**src/rtl/pipe_ctrl_unit_if.sv**
```systemverilog
// pipe_ctrl_unit_if: request/response bundle between the pipeline and its stall/flush controller.
interface pipe_ctrl_unit_if #(
    parameter int NSTAGE = 5,
    parameter int LEN_W  = 6,
    parameter int PERF_W = 32,
    parameter int SW     = $clog2(NSTAGE)
);
    logic [NSTAGE-1:0] stallreq;
    logic              mc_start;
    logic [SW-1:0]     mc_stage;
    logic [LEN_W-1:0]  mc_len;
    logic              mc_abort;
    logic              flush_req;
    logic [SW-1:0]     flush_stage;
    logic [NSTAGE-1:0] stall;
    logic [NSTAGE-1:0] bubble;
    logic [NSTAGE-1:0] flush;
    logic              mc_busy;
    logic [PERF_W-1:0] perf_stall_cnt;

    modport master (
        output stallreq, mc_start, mc_stage, mc_len, mc_abort, flush_req, flush_stage,
        input  stall, bubble, flush, mc_busy, perf_stall_cnt
    );
    modport slave (
        input  stallreq, mc_start, mc_stage, mc_len, mc_abort, flush_req, flush_stage,
        output stall, bubble, flush, mc_busy, perf_stall_cnt
    );
endinterface

```
**src/rtl/pipe_ctrl_unit.sv**
```systemverilog
// pipe_ctrl_unit: merges per-stage stalls, a counted multi-cycle stall and an exception flush
// into per-stage stall/bubble/flush vectors, plus a saturating stall-cycle counter.
module pipe_ctrl_unit #(
    parameter int NSTAGE = 5,
    parameter int LEN_W  = 6,
    parameter int PERF_W = 32,
    parameter int SW     = $clog2(NSTAGE)
) (
    input logic cpu_clk_50M,
    input logic cpu_rst,
    pipe_ctrl_unit_if.slave bus
);
    logic [LEN_W-1:0]  mc_cnt;
    logic [SW-1:0]     mc_own;
    logic [PERF_W-1:0] perf;
    logic              mc_busy, mc_new, mc_act, mc_kill;
    logic [SW-1:0]     mc_stg;
    logic [NSTAGE-1:0] req, st, bb, fl, stall_v;

    assign mc_busy = mc_cnt != '0;
    assign mc_new  = bus.mc_start & ~mc_busy & (bus.mc_len != '0) & ~bus.mc_abort;
    assign mc_act  = (mc_busy & ~bus.mc_abort) | mc_new;
    assign mc_stg  = mc_busy ? mc_own : bus.mc_stage;
    // A flush at or above the owning stage squashes the multi-cycle op, including one starting now
    assign mc_kill = (bus.flush_req && bus.flush_stage >= mc_stg) || bus.mc_abort;

    // Every stage at or below the highest requester holds; the stage just above takes a bubble
    always_comb begin
        req = bus.stallreq | (NSTAGE'(mc_act) << mc_stg);
        for (int i = 0; i < NSTAGE; i++) st[i] = |(req >> i);
        bb[0] = 1'b0;
        for (int i = 1; i < NSTAGE; i++) bb[i] = st[i-1] & ~st[i];
        for (int i = 0; i < NSTAGE; i++) fl[i] = bus.flush_req & (SW'(i) <= bus.flush_stage);
    end

    assign stall_v            = (cpu_rst | bus.flush_req) ? '0 : st;
    assign bus.stall          = stall_v;
    assign bus.bubble         = (cpu_rst | bus.flush_req) ? '0 : bb;
    assign bus.flush          = cpu_rst ? '0 : fl;
    assign bus.mc_busy        = mc_busy;
    assign bus.perf_stall_cnt = perf;

    always_ff @(posedge cpu_clk_50M or posedge cpu_rst)
        if (cpu_rst) begin
            mc_cnt <= '0;
            mc_own <= '0;
            perf   <= '0;
        end else begin
            if (mc_kill) mc_cnt <= '0;
            else if (mc_new) begin
                mc_cnt <= bus.mc_len - LEN_W'(1);
                mc_own <= bus.mc_stage;
            end else if (mc_busy) mc_cnt <= mc_cnt - LEN_W'(1);
            if (stall_v[0] && !(&perf)) perf <= perf + PERF_W'(1);
        end
endmodule

```
**src/flat_wrapper.sv**
```systemverilog
// flat-port wrapper written by rule: the top's interface ports become plain ports
module pipe_ctrl_unit_flat 
#(
    parameter int NSTAGE = 5,
    parameter int LEN_W  = 6,
    parameter int PERF_W = 32,
    parameter int SW     = $clog2(NSTAGE)
)
  (cpu_clk_50M, cpu_rst, bus_stallreq, bus_mc_start, bus_mc_stage, bus_mc_len, bus_mc_abort, bus_flush_req, bus_flush_stage, bus_stall, bus_bubble, bus_flush, bus_mc_busy, bus_perf_stall_cnt);
  pipe_ctrl_unit_if #(.NSTAGE(NSTAGE), .LEN_W(LEN_W), .PERF_W(PERF_W), .SW(SW)) bus_i ();
  input logic cpu_clk_50M;
  input logic cpu_rst;
  input wire logic [$bits(bus_i.stallreq)-1:0] bus_stallreq;
  input wire logic [$bits(bus_i.mc_start)-1:0] bus_mc_start;
  input wire logic [$bits(bus_i.mc_stage)-1:0] bus_mc_stage;
  input wire logic [$bits(bus_i.mc_len)-1:0] bus_mc_len;
  input wire logic [$bits(bus_i.mc_abort)-1:0] bus_mc_abort;
  input wire logic [$bits(bus_i.flush_req)-1:0] bus_flush_req;
  input wire logic [$bits(bus_i.flush_stage)-1:0] bus_flush_stage;
  output wire logic [$bits(bus_i.stall)-1:0] bus_stall;
  output wire logic [$bits(bus_i.bubble)-1:0] bus_bubble;
  output wire logic [$bits(bus_i.flush)-1:0] bus_flush;
  output wire logic [$bits(bus_i.mc_busy)-1:0] bus_mc_busy;
  output wire logic [$bits(bus_i.perf_stall_cnt)-1:0] bus_perf_stall_cnt;
  assign bus_i.stallreq = bus_stallreq;
  assign bus_i.mc_start = bus_mc_start;
  assign bus_i.mc_stage = bus_mc_stage;
  assign bus_i.mc_len = bus_mc_len;
  assign bus_i.mc_abort = bus_mc_abort;
  assign bus_i.flush_req = bus_flush_req;
  assign bus_i.flush_stage = bus_flush_stage;
  assign bus_stall = bus_i.stall;
  assign bus_bubble = bus_i.bubble;
  assign bus_flush = bus_i.flush;
  assign bus_mc_busy = bus_i.mc_busy;
  assign bus_perf_stall_cnt = bus_i.perf_stall_cnt;
  pipe_ctrl_unit #(.NSTAGE(NSTAGE), .LEN_W(LEN_W), .PERF_W(PERF_W), .SW(SW)) u_core (.cpu_clk_50M(cpu_clk_50M), .cpu_rst(cpu_rst), .bus(bus_i));
endmodule
```
**config.mk**
```make
export PLATFORM = sky130hd
export DESIGN_NAME = pipe_ctrl_unit_flat
export DESIGN_NICKNAME = d
export VERILOG_FILES = /design/src/rtl/pipe_ctrl_unit_if.sv /design/src/rtl/pipe_ctrl_unit.sv /design/src/flat_wrapper.sv
export SDC_FILE = /design/constraint.sdc
export NUM_CORES = 1
export LEC_CHECK = 0
export BUFFER_PORTS_ARGS = -buffer_cell sky130_fd_sc_hd__buf_2
export CORE_UTILIZATION = 58
export CTS_BUF_LIST = sky130_fd_sc_hd__clkbuf_8
export DETAILED_ROUTE_END_ITERATION = 7
export PLACE_DENSITY = 0.93
export SYNTH_ARGS = -nofsm -noshare
export SYNTH_HDL_FRONTEND = slang
export SYNTH_SLANG_ARGS = --single-unit
```
**constraint.sdc**
```tcl
create_clock -name cpu_clk_50M -period 5.9 [get_ports cpu_clk_50M]
set_input_delay 0 -clock cpu_clk_50M [delete_from_list [all_inputs] [get_ports cpu_clk_50M]]
set_output_delay 0 -clock cpu_clk_50M [all_outputs]
set_load 0.02 [all_outputs]
```
==> results of run 1 <==
[metrics by stage]
stage / total power, W / hold slack [ns] / setup WS (ns) / std cells / utilization, %
after floorplan: 0.000721 / 0.0895 / 3.14 / 238 / -
after global placement: 0.000782 / 0.0153 / 2.94 / 350 / 69.8
after detailed placement: 0.000806 / 0.0268 / 2.79 / 350 / 69.8
after CTS: 0.00101 / 0.000753 / 2.76 / 359 / 72.5
after global routing: 0.00107 / 0.00618 / 2.51 / 359 / 72.5
final: 0.00101 / 0.00485 / 2.74 / 359 / 72.5
[flip-flops by register name (all words and copies together) (netlist names)]
signal,count
u_core.bus.perf_stall_cnt,32
u_core.mc_own,3
u_core.mc_cnt,6
[layout make-up]
cell class,count,area [sq um]
Timing Repair Buffer,70,358
Clock buffer,6,82.6
Tap cell,50,62.6
Clock inverter,2,13.8
Sequential cell,41,1030
Multi-Input combinational cell,182,1340
Fill cell,293,1110
Inverter,8,35.0
[critical path, stage by stage (launching register included)]
cell,delay (ns)
dfrtp_1,0.41
nor3_2,0.25
and2_4,0.27
mux2_2,0.39
and4b_1,0.27
nor4b_4,0.60
nand2_1,0.16
nor4_1,0.28
buf_2,0.24
[cells in the mapped netlist, types with 2 or more instances]
cell      instances
buf_6             2
nand4_1           9
or3_4             2
nor3_1            6
o21a_1            2
and2_1            4
o21ai_0           4
nor3_2            4
and4_1            2
nand3_1          15
and3_1            9
inv_1             7
clkbuf_1          3
o41ai_4           2
mux2_2            5
nor4_1            6
xnor2_1          20
nand2_1          12
nor2_1           23
ha_1              5
dfrtp_1          41
nor2b_1           2
a21oi_1          10
xor2_1           14
[layer usage]
layer | up-vias | routed length [microns]
met2 | 99 | 2810
met5 | - | 0
li1 | 990 | -
met4 | 0 | 230
met1 | 1027 | 2470
met3 | 25 | 344
[cells by family (layout without fill, tap and decap cells)]
kind of cell	Yosys count	count (layout)	synth area share (%)
other cells	1	1	0.152
flops	41	41	41.6
buf+inv	15	86	3.91
fa+ha+maj	5	5	2.54
simple gates	108	108	26.4
mux	6	6	2.69
compound gates	28	28	10.6
xor+xnor	34	34	12.1
[what timing repair did]
item | 4_1_cts | 5_1_grt
hold buffers | 1 | 0
hold endpoints to repair | 9 | 0
gates resized for setup | 0 | 0
[report_power, final]
group | leakage, nW | internal, W | switching, W
clock | 0.0512 | 0.0000948 | 0.000102
combinational | 0.835 | 0.000175 | 0.000249
sequential | 0.539 | 0.000329 | 0.0000581
total | 1.43 | 0.000599 | 0.000409
[worst max path at each step]
stage                     startpoint                            to  slack (ns)  cells after the start
CTS                 u_core.mc_cnt[3]                 bus_bubble[1]        2.76                      8
global route        u_core.mc_cnt[3]  u_core.bus.perf_stall_cnt[9]        2.51                      8
floorplan           u_core.mc_cnt[3]                 bus_bubble[1]        3.14                      8
global placement    u_core.mc_cnt[3]  u_core.bus.perf_stall_cnt[1]        2.94                      7
detailed placement  u_core.mc_cnt[3]  u_core.bus.perf_stall_cnt[1]        2.79                      7
finish              u_core.mc_cnt[3]                 bus_bubble[1]        2.74                      8
==> out/results.tsv, run 1 <==
metric	value	unit
count of final setup violators	0	
met3 GRT Util	6.76	%
Finished Cell Area	2920	sq um
H-tree depth	2	
Hold WC Path Type	input port to flop	
top post-synthesis cells by area	dfrtp_1, xnor2_1, xor2_1	
Hold Crit Depth	2	
Ys Warns	0	
nets	335	
row count	23	
Tmin final	3.16	ns
Post-Syn Instances	238	
crit path kind	flop to primary output	
vias per cell	5.96	
Starting Density	61.2	%
HPWL Detailed	4.33	mm
Via Count	2141	
largest net degree at the start of global routing	33	
fmax	0.316	GHz
period utilization	53.6	%
Post-Syn Nets	265	
antenna-violating nets left	0	
Post-synth EDFFs	0	
Post-DP Area	2810	sq um
met2 GRT Util	46.6	%
CTS buffer count	5	
global route hottest layer	met2	
most frequent cells in the layout	buf_2, dfrtp_1, nor2_1	
Yosys top cell area share	41.6	%
max-slew violation count	0	
synthesized area per cell	10.4	sq um
P per Cell Area	345	nW/um^2
drt pass-1 iters	4	
drt total wl	5.86	mm
Reg2Reg Depth	7	
Final Hold Fails	0	
prevailing post-synth register cell	dfrtp_1	
Synth cell types	53	
PortBufs	68	
R2R Setup Slk	2.77	ns
max_slew headroom	41.3	%
DRT iter0 DRCs	216	
width of the die	67.2	microns
Ant. Diodes	0	
measured slew at the worst slew-check pin	0.873	ns
initial antenna violation count	0	
global-route wire length before repair	9.44	mm
Post-Syn Area	2460	sq um
nature of the critical path startpoint	flop	
reg2reg start	u_core.mc_cnt[3]	
largest vdd supply drop	0.203	mV
Leak	1.43	nW
met1 Use GR	34.3	%
Hold Crit Start	bus_mc_stage[1]	
critical path arrival	3.16	ns
CTS root buf	clkbuf_8	
TritonCTS Sinks	41	
Layout area overhead	18.5	%
Post-CTS Setup Repair Bufs	0	
synthesis-stage register bit count	41	
Die ar.	4510	sq um
Core Region	4030	sq um
Clock Latency Late Sink	0.31	ns
average routed wire per standard cell	16.3	microns
total track usage	28.6	%
vias in the first global route	2078	
critical path endpoint category	primary output	
Clock Tree Buf Depth	2	
ys async rst share	100	%
R2R Path End	u_core.bus.perf_stall_cnt[1]	
worst-path maximum fanout	10	
Min-Delay Endpoint	u_core.mc_own[1]	
DRC	0	
CTS tree	yes	
# IOs	70	
Fin Setup TNS	0	ns
number of max-cap violations	0	
Final Skew	0.0176	ns
share of cells above drive strength 1	33.7	%
Clock transition at path regs	0.08	ns
Die H	67.2	microns
area leader, netlist	dfrtp_1	
post-synthesis sequential area ratio	41.6	%
gpl congestion	0.901	
unrepaired setup endpoints after global routing	false	
status	completed	
most common cell after layout, fill and taps aside	buf_2	
CP required	5.90	ns
total gr overflow	0	
Power figures use the tool's default switching activity.
==> run 2: changes to the inputs <==
--- a/config.mk
+++ b/config.mk
@@ -6,10 +6,10 @@
 export NUM_CORES = 1
 export LEC_CHECK = 0
 export BUFFER_PORTS_ARGS = -buffer_cell sky130_fd_sc_hd__buf_2
-export CORE_UTILIZATION = 58
+export CORE_UTILIZATION = 54
 export CTS_BUF_LIST = sky130_fd_sc_hd__clkbuf_8
 export DETAILED_ROUTE_END_ITERATION = 7
-export PLACE_DENSITY = 0.93
+export PLACE_DENSITY = 0.87
 export SYNTH_ARGS = -nofsm -noshare
 export SYNTH_HDL_FRONTEND = slang
 export SYNTH_SLANG_ARGS = --single-unit
==> constraint.sdc (replaced) <==
create_clock -name cpu_clk_50M -period 3.25 [get_ports cpu_clk_50M]
set_input_delay 0 -clock cpu_clk_50M [delete_from_list [all_inputs] [get_ports cpu_clk_50M]]
set_output_delay 0 -clock cpu_clk_50M [all_outputs]
set_load 0.02 [all_outputs]
==> run 2 against run 1 <==
  * The run now ends with negative hold slack left
  * Wire length decreased by 3.1%
  * Hold slack got worse by 0.0097 ns
  * Count of clock-buffer cells in the layout decreased by 1
  * Setup slack got worse by 2.5 ns
  * First-iteration DRC count decreased by 19%
  * Utilization decreased by 4.8 points
  * Design area increased by 1.5%
  * Largest power group unchanged
==> out/results.tsv, run 2 (synthesis gave the netlist of run 1 again) <==
metric	value	unit
status	finished with violations	
failing checks	negative hold slack	
HPWL Detailed	4.27	mm
internal power	0.00115	W
H-tree depth	2	
Logic pwr share	41.0	%
Critical Path, Cell by Cell	nor3_2 > and2_4 > mux2_2 > nor4_2 > nor4b_4 > buf_4 > a211oi_4 > buf_4 > mux2_2	
switch share	39.0	%
fmax	0.329	GHz
vias in the first global route	2113	
number of max-cap violations	0	
CP required	3.43	ns
total track usage	25.4	%
global-route wire length before repair	9.69	mm
most frequent cells in the layout	buf_2, dfrtp_1, nor2_1	
Fin Setup TNS	0	ns
PostCTS Resize Cnt	0	
sequential share of power	37.4	%
nets	339	
Die ar.	4840	sq um
worst-path maximum fanout	15	
Placed Cells	355	
Layout area overhead	20.3	%
max FFs per register	32	
gpl congestion	0.977	
Core Region	4380	sq um
Tmin final	3.04	ns
# hold bufs at CTS	0	
DRT iter0 DRCs	174	
PortBufs	68	
final worst slack	0.214	ns
most common cell after layout, fill and taps aside	buf_2	
final core occ	67.6	%
max_slew headroom	26.7	%
antenna-violating nets left	0	
largest vdd supply drop	0.532	mV
P per Cell Area	635	nW/um^2
drt pass-1 iters	4	
Clock transition at path regs	0.08	ns
DRC	0	
largest net degree at the start of global routing	30	
clock network power share	21.6	%
Final Skew	0.00914	ns
vias per cell	5.82	
CTS tree	yes	
max incr delay on CP	0.44	ns
TritonCTS Sinks	41	
Ant. Diodes	0	
average routed wire per standard cell	15.6	microns
Final Hold Fails	8	
count of final setup violators	0	
Reg2Reg Depth	9	
share of cells above drive strength 1	34.5	%
drt total wl	5.68	mm
unrepaired setup endpoints after global routing	false	
Place WS	0.291	ns
Psw	0.000734	W
crit path kind	flop to flop	
Post-CTS Setup Repair Bufs	0	
Leak	1.46	nW
critical path arrival	3.22	ns
hold slack	-0.00483	ns
row count	24	
Starting Density	56.2	%
Clock Latency Late Sink	0.30	ns
CTS root buf	clkbuf_8	
CP max-delay cell	nor4_2	
initial antenna violation count	0	
nature of the critical path startpoint	flop	
Hold WC Path Type	input port to asynchronous set/reset pin	
Final Non-Filler Cells	365	
period utilization	93.4	%
width of the die	69.6	microns
Clock Tree Buf Depth	2	
Via Count	2124	
# IOs	70	
CTS buffer count	5	
critical path endpoint category	flop	
max-slew violation count	0	
total gr overflow	0	
measured slew at the worst slew-check pin	1.10	ns
Die H	69.6	microns
-- run 2: changes by cell type in the layout (fill, tap and decap cells not counted) --
cell,previous run,this run
buf_4,1,6
bufinv_16,0,1
clkbuf_8,6,5
clkinv_2,1,0
dlygate4sd3_1,1,0
inv_1,7,8
-- run 2: per-layer routing --
metal / GRT usage [%] / wire length, microns
met2: 42.4 / 2800
met1: 32.7 / 2500
met3: 4.80 / 271
met4: 9.52 / 110
met5: 0 / 0
-- run 2: path summary, 6_finish.rpt --
check / endpoint / from / slack [ns]
setup / recovery: u_core.bus.perf_stall_cnt[1] / u_core.mc_cnt[3] / 0.21
hold / removal: u_core.bus.perf_stall_cnt[31] / cpu_rst / -0.005
setup reg to reg: u_core.bus.perf_stall_cnt[1] / u_core.mc_cnt[3] / 0.21
min in group cpu_clk_50M: u_core.mc_own[1] / bus_mc_stage[1] / 0.02
max in group asynchronous: u_core.bus.perf_stall_cnt[15] / cpu_rst / 2.46
hold reg to reg: u_core.bus.perf_stall_cnt[19] / u_core.bus.perf_stall_cnt[19] / 0.50
-- run 2: power by group through the flow --
stage               sequential (W)  combinational, W  clock [W]
CTS                       0.000701          0.000771   0.000407
finish                    0.000704          0.000772   0.000407
detailed placement        0.000710          0.000757          0
floorplan                 0.000739          0.000569          0
global placement          0.000702          0.000731          0
global route              0.000719          0.000852   0.000436
-- run 2: final cells by class --
cell class                 count  area (sq um)
clock inverter                 3          42.5
sequential                    41          1030
inverter                       8          35.0
fill                         346          1420
multi-input combinational    182          1340
timing repair buffer          74           385
tap                           52          65.1
clock buffer                   5          68.8
-- run 2: stage by stage --
step	area, sq um	total power, W
2_1_floorplan	2460	0.00131
3_3_place_gp	2840	0.00143
3_5_place_dp	2840	0.00147
4_1_cts	2950	0.00188
5_1_grt	2970	0.00201
6_report	2970	0.00188
-- run 2: critical path: cells and delay by family, from the launching register on --
family,cells,cell delay (ns)
mux,2,0.73
buf+inv,2,0.42
flops,1,0.42
compound gates,1,0.23
simple gates,4,1.11
